`config.mk`:
```
export PLATFORM = sky130hd
export DESIGN_NAME = mem_access_sequencer
export DESIGN_NICKNAME = d
export VERILOG_FILES = /design/src/rtl/mem_access_sequencer.sv
export SDC_FILE = /design/constraint.sdc
export NUM_CORES = 1
export LEC_CHECK = 0
export BUFFER_PORTS_ARGS = -buffer_cell sky130_fd_sc_hd__buf_2
export CORE_MARGIN = 4
export CORE_UTILIZATION = 40
export DETAILED_ROUTE_END_ITERATION = 8
export GPL_TIMING_DRIVEN = 0
export SLEW_MARGIN = 20
export SYNTH_ARGS = -nofsm -noshare
export SYNTH_HDL_FRONTEND = slang
export SYNTH_SLANG_ARGS = --single-unit
```
`constraint.sdc`:
```
create_clock -name Clk -period 3.7 [get_ports Clk]
set_input_delay 0.925 -clock Clk [delete_from_list [all_inputs] [get_ports Clk]]
set_output_delay 0.925 -clock Clk [all_outputs]
set_load 0.02 [all_outputs]
```
`src/rtl/mem_access_sequencer.sv`:
```
// Memory access sequencer: arbitrates instruction-fetch and data requests and
// steps MAR/MDR/RAM/IR strobes through one RAM access with an MFC timeout.
module mem_access_sequencer #(
    parameter int TIMEOUT = 16
) (
    input  logic       Clk,
    input  logic       RESET,
    input  logic       fetch_req,
    input  logic       data_req,
    input  logic       data_write,
    input  logic [1:0] data_size,
    input  logic       data_signed,
    input  logic       MFC,
    output logic       MAR_Enable,
    output logic       MDR_Enable,
    output logic       MDR_Mux_select,
    output logic       RAM_enable,
    output logic [5:0] RAM_OpCode,
    output logic       IR_Enable,
    output logic       fetch_done,
    output logic       data_done,
    output logic       busy,
    output logic       timeout_err
);

    typedef enum logic [2:0] {
        IDLE,
        LOAD_MAR,
        WAIT_MFC,
        CAPTURE,
        ERROR
    } state_t;

    localparam int            CW       = $clog2(TIMEOUT + 1);
    localparam logic [CW-1:0] CNT_LAST = CW'(TIMEOUT - 1);

    state_t        state;
    state_t        state_nxt;
    logic [CW-1:0] wait_cnt;
    logic          last_data;
    logic          req_fetch;
    logic          req_write;
    logic [1:0]    req_size;
    logic          req_signed;
    logic          grant_data;
    logic [5:0]    op_latched;

    // On a tie the type not granted last wins; a lone request always wins.
    assign grant_data = data_req && (!fetch_req || !last_data);
    assign op_latched = req_fetch ? 6'b000010 : {2'b00, req_signed, req_write, req_size};

    // NOTE: sequential state uses non-blocking assignments so every register
    // samples pre-edge values regardless of statement order.
    always_ff @(posedge Clk) begin
        if (RESET) begin
            state      <= IDLE;
            wait_cnt   <= '0;
            last_data  <= 1'b0;
            req_fetch  <= 1'b0;
            req_write  <= 1'b0;
            req_size   <= 2'b00;
            req_signed <= 1'b0;
        end else begin
            state <= state_nxt;
            if (state == IDLE && (fetch_req || data_req)) begin
                last_data  <= grant_data;
                req_fetch  <= !grant_data;
                req_write  <= data_write;
                req_size   <= data_size;
                req_signed <= data_signed;
            end
            if (state == LOAD_MAR) begin
                wait_cnt <= '0;
            end else if (state == WAIT_MFC && !MFC) begin
                wait_cnt <= wait_cnt + 1'b1;
            end
        end
    end

    // NOTE: every signal written here gets a default first so no path can
    // leave it unassigned and infer a latch.
    always_comb begin
        state_nxt = state;
        unique case (state)
            IDLE:     if (fetch_req || data_req) state_nxt = LOAD_MAR;
            LOAD_MAR: state_nxt = WAIT_MFC;
            WAIT_MFC: begin
                if (MFC)                        state_nxt = CAPTURE;
                else if (wait_cnt == CNT_LAST)  state_nxt = ERROR;
            end
            CAPTURE:  state_nxt = IDLE;
            ERROR:    state_nxt = ERROR;
            default:  state_nxt = IDLE;
        endcase
    end

    always_comb begin
        MAR_Enable     = 1'b0;
        MDR_Enable     = 1'b0;
        MDR_Mux_select = 1'b0;
        RAM_enable     = 1'b0;
        RAM_OpCode     = 6'b000000;
        IR_Enable      = 1'b0;
        fetch_done     = 1'b0;
        data_done      = 1'b0;
        busy           = (state != IDLE);
        timeout_err    = 1'b0;
        unique case (state)
            LOAD_MAR: begin
                MAR_Enable = 1'b1;
                // Store data enters MDR from the datapath alongside the address.
                if (!req_fetch && req_write) MDR_Enable = 1'b1;
            end
            WAIT_MFC: begin
                RAM_enable = 1'b1;
                RAM_OpCode = op_latched;
            end
            CAPTURE: begin
                if (req_fetch) begin
                    IR_Enable  = 1'b1;
                    fetch_done = 1'b1;
                end else begin
                    data_done = 1'b1;
                    if (!req_write) begin
                        MDR_Enable     = 1'b1;
                        MDR_Mux_select = 1'b1;
                    end
                end
            end
            ERROR:   timeout_err = 1'b1;
            default: ;
        endcase
    end

endmodule

```
Yosys cells after proc, flatten, opt, wreduce, memory -nomap -nowiden
Cells that the tools add are included.
W data, S select, Z words.
{"block": "op_classes", "n_reduce_logical": 15, "add_sub_neg": 1, "eq_ne": 7, "mux": 18}
{"op": "$pmux W3 S4", "count": 1}
{"op": "$mux W1", "count": 11}
{"op": "$mux W3", "count": 3}
{"op": "$mux W4", "count": 2}
{"op": "$eq A3 B2 Y1 const B", "count": 2}
{"op": "$add A5 B1 Y5 const B", "count": 1}
{"op": "$eq A5 B4 Y1 const B", "count": 1}
{"op": "$logic_not A1 Y1", "count": 5}
{"op": "$logic_and A1 B1 Y1", "count": 4}
{"op": "$eq A3 B1 Y1 const B", "count": 1}
{"op": "$eq A3 B3 Y1 const B", "count": 1}
{"op": "$logic_not A3 Y1", "count": 1}
{"op": "$ne A3 B2 Y1 const B", "count": 1}
{"op": "$reduce_bool A3 Y1", "count": 1}
{"op": "$logic_or A1 B1 Y1", "count": 2}
{"op": "$ne A2 B1 Y1 const B", "count": 1}
{"op": "$pmux W1 S2", "count": 1}
{"op": "$reduce_and A2 Y1", "count": 1}
{"op": "$reduce_or A2 Y1", "count": 1}
{"block": "totals", "out_inout_bits": 15, "regBits": 14, "input_bits": 9, "wordCells": 48}

Longest topological paths before layout
Gate-level depths: netlist of the first run.
{"block": "logic_depth", "word_depth": 4, "ltp_mapped": 5, "ltp_nobuf": 5}

Worst setup path before layout of the first run
No wires, ideal clock.
{"block": "synth_path", "kind": "register to output", "startpoint": "reg state[0]", "endpoint": "out MDR_Enable", "setup_slack_ps": 1152, "n_path_buf": 1, "stages_incl_launch_ff": 5, "arrival_ps": 1623, "required_ps": 2775, "path_cell_list": "dfxtp_1 > clkbuf_1 > nor3b_1 > nand3b_1 > o21ai_0"}
{"block": "synth_between", "elab_chain_cells": 2, "word_cells_on_any_way": 3, "classes_between": "eq/ne (2); mux (1)"}
{"element": "from (decl)", "line_no": "37", "source": "state_t state;"}
{"element": "from (signal assigned)", "line_no": "64", "source": "state <= state_nxt;"}
{"element": "$eq A3 B2 Y1 or $eq A3 B1 Y1 (tied branches)", "line_no": "108", "source": "unique case (state)"}
{"element": "$pmux W1 S2 (*)", "line_no": "108"}
{"element": "to (decl)", "line_no": "15", "source": "output logic MDR_Enable,"}
Every way passes the cells marked *; elsewhere a longest branch is shown, timed or not.

Worst setup path in the final report of the first run
Ends and elaborated chain as after synthesis.

==> run metrics, run 1 <==
Post-CTS Setup Inserts=0; fmax=between 300 and 400 MHz; I/O pins=24; Setup Viol. Count Final=0; Fillers=just under 200; post-synthesis mux area share=5.178%; worst reg-to-reg setup slack=between 2 and 2.5 ns; maximum vdd drop=189.6 uV; Worst R2R End=req_size[0]; Area growth, synth to finish=21.04%; cts bufs inserted=3; Cell Pwr Density=between 300 and 400 nW/um^2; grt ovf=0; min setup slack post-route=~1.0 ns; H-tree levels=1; synth warn=0; later-pin clock latency in the skew report=0.27 ns; maximum root-to-sink buffer count=2; Critical Path Start Type=flip-flop; GRT Total Usage=a little over an eighth; share of Yosys cell area claimed by the top area cell type=between 30 and 40%; final wirelength=between 1500 and 2000 um; clock skew=around 0.0023 ns; DP HPWL=approximately 1200 um; Final Hold Fails=0; Die Area=2700 um^2; cts repair resizes=0; IO Port Bufs=21; 1st-iter DRT viols=18; global-route wire length before repair=~2700 um; Worst EP required=2.77 ns; top-count cell post-synth=dfxtp_1; FF+latch area=280.3 um^2; Final Wtd Congestion=about 0.73; max-slew violation count=0; Hold Crit Class=flip-flop to flip-flop; Crit Path Max Fanout=10; TritonRoute pass-1 iters=4; largest net degree at the start of global routing=11; NumNets Final=131; CP arrival=1.73 ns; setup TNS=0 ns; EDFF count, synth=0; total power=0.3272 mW; max_cap viols=0; Die Height=51.97 um; Synth Area in Compound Gates=around 14%; number of global-route vias before repair=642; Synth Flop Type=dfxtp_1; worst rel slew slack=63.90%; crit path to=MDR_Enable; Util after Layout=a little over half; status=finished, final reports clean; die width=~52 um; largest cells by area after synthesis=dfxtp_1 36%, nand2b_1 7.3%, mux2i_1 5.2%; CTS tree=done; clock net sink count=14; antenna violations before repair=0; FF-to-FF path depth=4; Post-Synth Simple-Gate Area=between 30% and 40%; post-synthesis adder-cell area fraction=between 3 and 4%; Async SR Flop Fraction=0%; vias=697; worst r2r src=state[0]; largest area contributor in the netlist=dfxtp_1; drt wl/cell=10.99 um; Worst-Margin Slew=about 0.54 ns; synthesized instance count=93; register bit count reported by yosys=14; RSZ-0062 raised after global routing=false; initial core utilization=roughly 43%; Final period util=about 72%; sequential fraction of the synthesis area=36.25%; Root Buffer=clkbuf_4; Crit Path Class=flip-flop to output pin; Post-Syn Area=between 700 and 800 um^2; Cell variety after synth=32; top post-synthesis cells by count=14 x dfxtp_1, 9 x nand2b_1, 8 x nor2_1; Synth Area in XOR/XNOR=under 10%; Pleak=about 0.44 nW; row cnt=15; Post-Place Setup Slack=1.344 ns; crit path launch=state[0]; core area=1783 um^2; footprint of the multi-input gates=424.2 um^2; hold_buf cts=0; min Tclk post-route=2.651 ns; fraction of layout instances using a drive strength above 1=around 28%; hold slack=around 0.48 ns; Critical Path End Type=output pin; # diodes=0; vias per cell=4.874; Syn Area/Cell=8.314 um^2; ANT nets after route=0; largest family of logic cells by synthesized area=simple AND/OR/NAND/NOR gates; clock transition at the registers of the reported paths=0.08 ns; DRC errors left=0
[where the power goes]
group	switching, mW	total (mW)	internal [mW]
sequential	0.00706	0.168	0.161
combinational	0.0449	0.0767	0.0318
clock	0.0452	0.0828	0.0376
[critical path, cell delays in order (launching register included)]
cell and delay, ns:
dfxtp_1 0.34, clkbuf_1 0.34, nor3b_1 0.39, nand3b_1 0.11, o21ai_0 0.09, buf_2 0.19
[state kept, by name (all words and copies together) (netlist names)]
name,cells
req_signed,1
state,3
wait_cnt,5
last_data,1
req_fetch,1
req_size,2
req_write,1
[metal layers]
metal,wire [um],track usage (%)
met1,763,17.13
met2,695,20.08
met3,101,4.298
met4,12,3.930
met5,0,0
[through the flow]
step,cells,cell area [um^2]
2_1_floorplan,94,777.0
3_3_place_gp,140,913.4
3_5_place_dp,140,913.4
4_1_cts,143,935.9
5_1_grt,143,935.9
6_report,143,935.9
[final cells by class]
cell class	count	share of cell area [%]
buffer	7	4.947
sequential	14	29.95
timing repair buffer	21	11.23
multi-input combinational	66	45.32
inverter	7	2.807
clock buffer	3	2.406
tap	25	3.342
[kinds of logic after synthesis]
kind of cell,after synthesis
DFF,14
AOI/OAI and AO/OA,17
and+or+nand+nor,40
xor gates and xnor gates,1
other,1
adders and majority gates,2
buffers and inverters,14
muxes,4
[cell usage in the layout (no fill, tap or decap), types with 2 or more instances in the layout]
master     n
a211oi_1   2
a21oi_1    7
and2_1     2
buf_2     22
buf_4      3
clkbuf_1   2
clkbuf_4   3
conb_1     2
dfxtp_1   14
ha_1       2
inv_1      7
mux2i_1    4
nand2_1    5
nand2b_1   9
nand3_1    3
nor2_1     8
nor3_1     2
nor3b_1    3
o21ai_0    3
or3_1      2
[how the worst min path moves through the flow]
stage                        endpoint  depth (start not counted)  slack (ns)   startpoint
after floorplan             last_data                          1        0.44    last_data
after global placement     req_signed                          2        0.45   req_signed
after detailed placement    last_data                          1        0.47    last_data
after CTS                 wait_cnt[1]                          2        0.48  wait_cnt[1]
after global routing      req_size[0]                          2        0.50  req_size[0]
final                     wait_cnt[1]                          2        0.48  wait_cnt[1]
(Power assumes the default switching activity.)
==> run 2, diff against run 1 <==
ABC_AREA = 1   (was unset)
PLACE_DENSITY = 0.68   (was unset)
clock period = 2.4 ns   (was 3.7 ns; I/O delays follow)
==> run metrics, run 2 <==
WP buf/inv=3 (+1); Synth Flop Type=dfxtp_1; maximum vdd drop=402.2 uV (+110%); Area growth, synth to finish=22.39%; Cell variety after synth=21 (-34%); Final Hold Fails=0 (unchanged); most used cell, CP=inv_1; # diodes=0 (unchanged); largest net degree at the start of global routing=10 (-1); worst reg-to-reg setup slack=1.07 ns (-0.97 ns); cts repair resizes=0 (unchanged); core area=1764 um^2 (-1.1%); max-slew violation count=0 (unchanged); largest area contributor in the netlist=dfxtp_1; synthesized instance count=115 (+24%); Cell Int Power=0.4567 mW (+99%); maximum root-to-sink buffer count=2 (unchanged); Logic pwr share=38.8% (+15 points); H-tree levels=1 (unchanged); top post-synthesis cells by count=29 x nand2_1, 18 x inv_1, 14 x dfxtp_1; sequential fraction of the synthesis area=36.60% (+0.36 points); setup TNS=0 ns (unchanged); WP depth=5 (unchanged); top-count cell post-synth=nand2_1; Critical Path End Type=output pin; Largest stage delay, worst path=0.46 ns (+0.07 ns); Async SR Flop Fraction=0% (unchanged); max_cap viols=0 (unchanged); synth warn=0 (unchanged); global-route wire length before repair=2835 um (+6.5%); sequential share of power=39.3% (-12 points); Crit Path Max Fanout=7 (-3); cts bufs inserted=3 (unchanged); DRC errors left=0 (unchanged); hold_buf cts=0 (unchanged); crit path cell chain=inv_1 -> nand3_1 -> inv_1 -> a31o_2 -> buf_2; IO Port Bufs=20 (-4.8%); clock skew=0.006206 ns (+0.003867 ns); most common cell after layout, fill and taps aside=nand2_1; vias=759 (+8.9%); Cell Pwr Density=815.5 nW/um^2 (+130%); Clock power frac=21.9% (-3.4 points); Switching Power=0.3075 mW (+220%); EDFF count, synth=0 (unchanged); later-pin clock latency in the skew report=0.28 ns (about the same); number of global-route vias before repair=706 (+10%); Critical Path Start Type=flip-flop; slowest cell on the critical path=dfxtp_1; vias per cell=4.600 (-5.6%); crit path launch=state[1]; min Tclk post-route=between 1.5 and 2 ns; die width=51.76 um (-0.40%); drt wl/cell=9.424 um (-14%); TritonRoute pass-1 iters=5 (+1); clock transition at the registers of the reported paths=0.09 ns (about the same); largest registers=wait_cnt (5), state (3), req_size (2); clock net sink count=14 (unchanged); CTS tree=done; max reg flops=5 (unchanged); sw frac=40.23% (+11 points); Final Wtd Congestion=0.7964 (+9.2%); NumNets Final=152 (+16%); crit path to=MDR_Enable; DP HPWL=1268 um (+2.0%); Die Height=51.76 um (-0.40%); Final period util=81.54%; status=finished, final reports clean; Worst EP required=1.80 ns (-0.97 ns); largest cells by area after synthesis=dfxtp_1 37%, nand2_1 14%, inv_1 8.8%; Top delay family on crit path=flip-flops; Crit Path Class=flip-flop to output pin; Pleak=0.4901 nW (+12%); ANT nets after route=0 (unchanged); GRT Total Usage=13.61% (+0.55 points); Post-CTS Setup Inserts=0 (unchanged); row cnt=15 (unchanged); fmax=511.0 MHz; FF-to-FF path depth=8 (+4); Root Buffer=clkbuf_4; hold depth=2 (unchanged); Syn Area/Cell=6.659 um^2 (-20%); final wirelength=1555 um (-1.1%); Setup Viol. Count Final=0 (unchanged); RSZ-0062 raised after global routing=false; Hold Crit Class=flip-flop to flip-flop; commonest non-fill, non-tap cells in the layout=29 x nand2_1, 20 x buf_2, 18 x inv_1, 14 x dfxtp_1, 12 x a21oi_1; I/O pins=24 (unchanged); largest register by flop count=wait_cnt; grt ovf=0 (unchanged); initial core utilization=43.40% (about the same); fraction of layout instances using a drive strength above 1=26.43% (-1.5 points); Die Area=2679 um^2 (-0.81%); register bit count reported by yosys=14 (unchanged); Worst R2R End=state[2]; CP arrival=1.36 ns (-0.37 ns); Post-Syn Area=765.7 um^2 (-0.97%); worst r2r src=wait_cnt[0]; share of Yosys cell area claimed by the top area cell type=36.60% (+0.36 points); 1st-iter DRT viols=9 (-9); Util after Layout=53.12% (+0.63 points); antenna violations before repair=0 (unchanged); total power=0.7642 mW (+130%)
run 2: routing by layer:
metal  vias up  GRT usage (%)  share of wire (%)
met2        27          21.61                 41
met4         0          6.550                2.1
met5         -              0                  0
met3         5          2.006                8.0
li1        407              -                  -
met1       320          17.93                 49
run 2: worst min path at each step:
stage | start | to | slack [ns]
CTS | last_data | last_data | 0.45
detailed placement | last_data | last_data | 0.44
global route | wait_cnt[4] | wait_cnt[4] | 0.49
global placement | last_data | last_data | 0.44
finish | last_data | last_data | 0.46
floorplan | last_data | last_data | 0.43
run 2: layout make-up:
cell class	instances	area, um^2
sequential	14	280.3
fill	182	827.0
clock buffer	4	36.28
buffer	4	26.28
timing repair buffer	20	100.1
multi-input combinational	78	385.4
tap	25	31.28
inverter	20	77.57
run 2: cells by family (layout without fill, tap and decap cells):
kind of cell,count (synthesis),in the layout,synth area share (%)
and+or+nand+nor,59,59,34.80
buffers and inverters,24,48,13.56
AOI/OAI and AO/OA,14,14,10.13
DFF,14,14,36.60
adders and majority gates,2,2,3.267
other,1,2,0.4897
xor gates and xnor gates,1,1,1.144
run 2: worst min-delay path, cell delays in order, from the launching register on:
cell and delay [ns]:
dfxtp_1 0.30, inv_1 0.06, a21oi_1 0.06
run 2: power by group through the flow:
stage	Sequential, mW	Combinational, mW	Clock (mW)
3_5_place_dp	0.306	0.298	0
2_1_floorplan	0.298	0.229	0
3_3_place_gp	0.305	0.296	0
5_1_grt	0.307	0.337	0.186
4_1_cts	0.300	0.299	0.175
6_report	0.301	0.296	0.167
run 2: per-stage QoR:
step	instance area, um^2	hold slack, ns	instances	worst slack [ns]
after floorplan	769.5	0.4268	116	0.6775
after detailed placement	900.9	0.4418	161	0.7426
after global placement	900.9	0.4441	161	0.7554
after global routing	937.1	0.4904	165	0.2933
after CTS	937.1	0.4545	165	0.4282
final	937.1	0.4562	165	0.4430
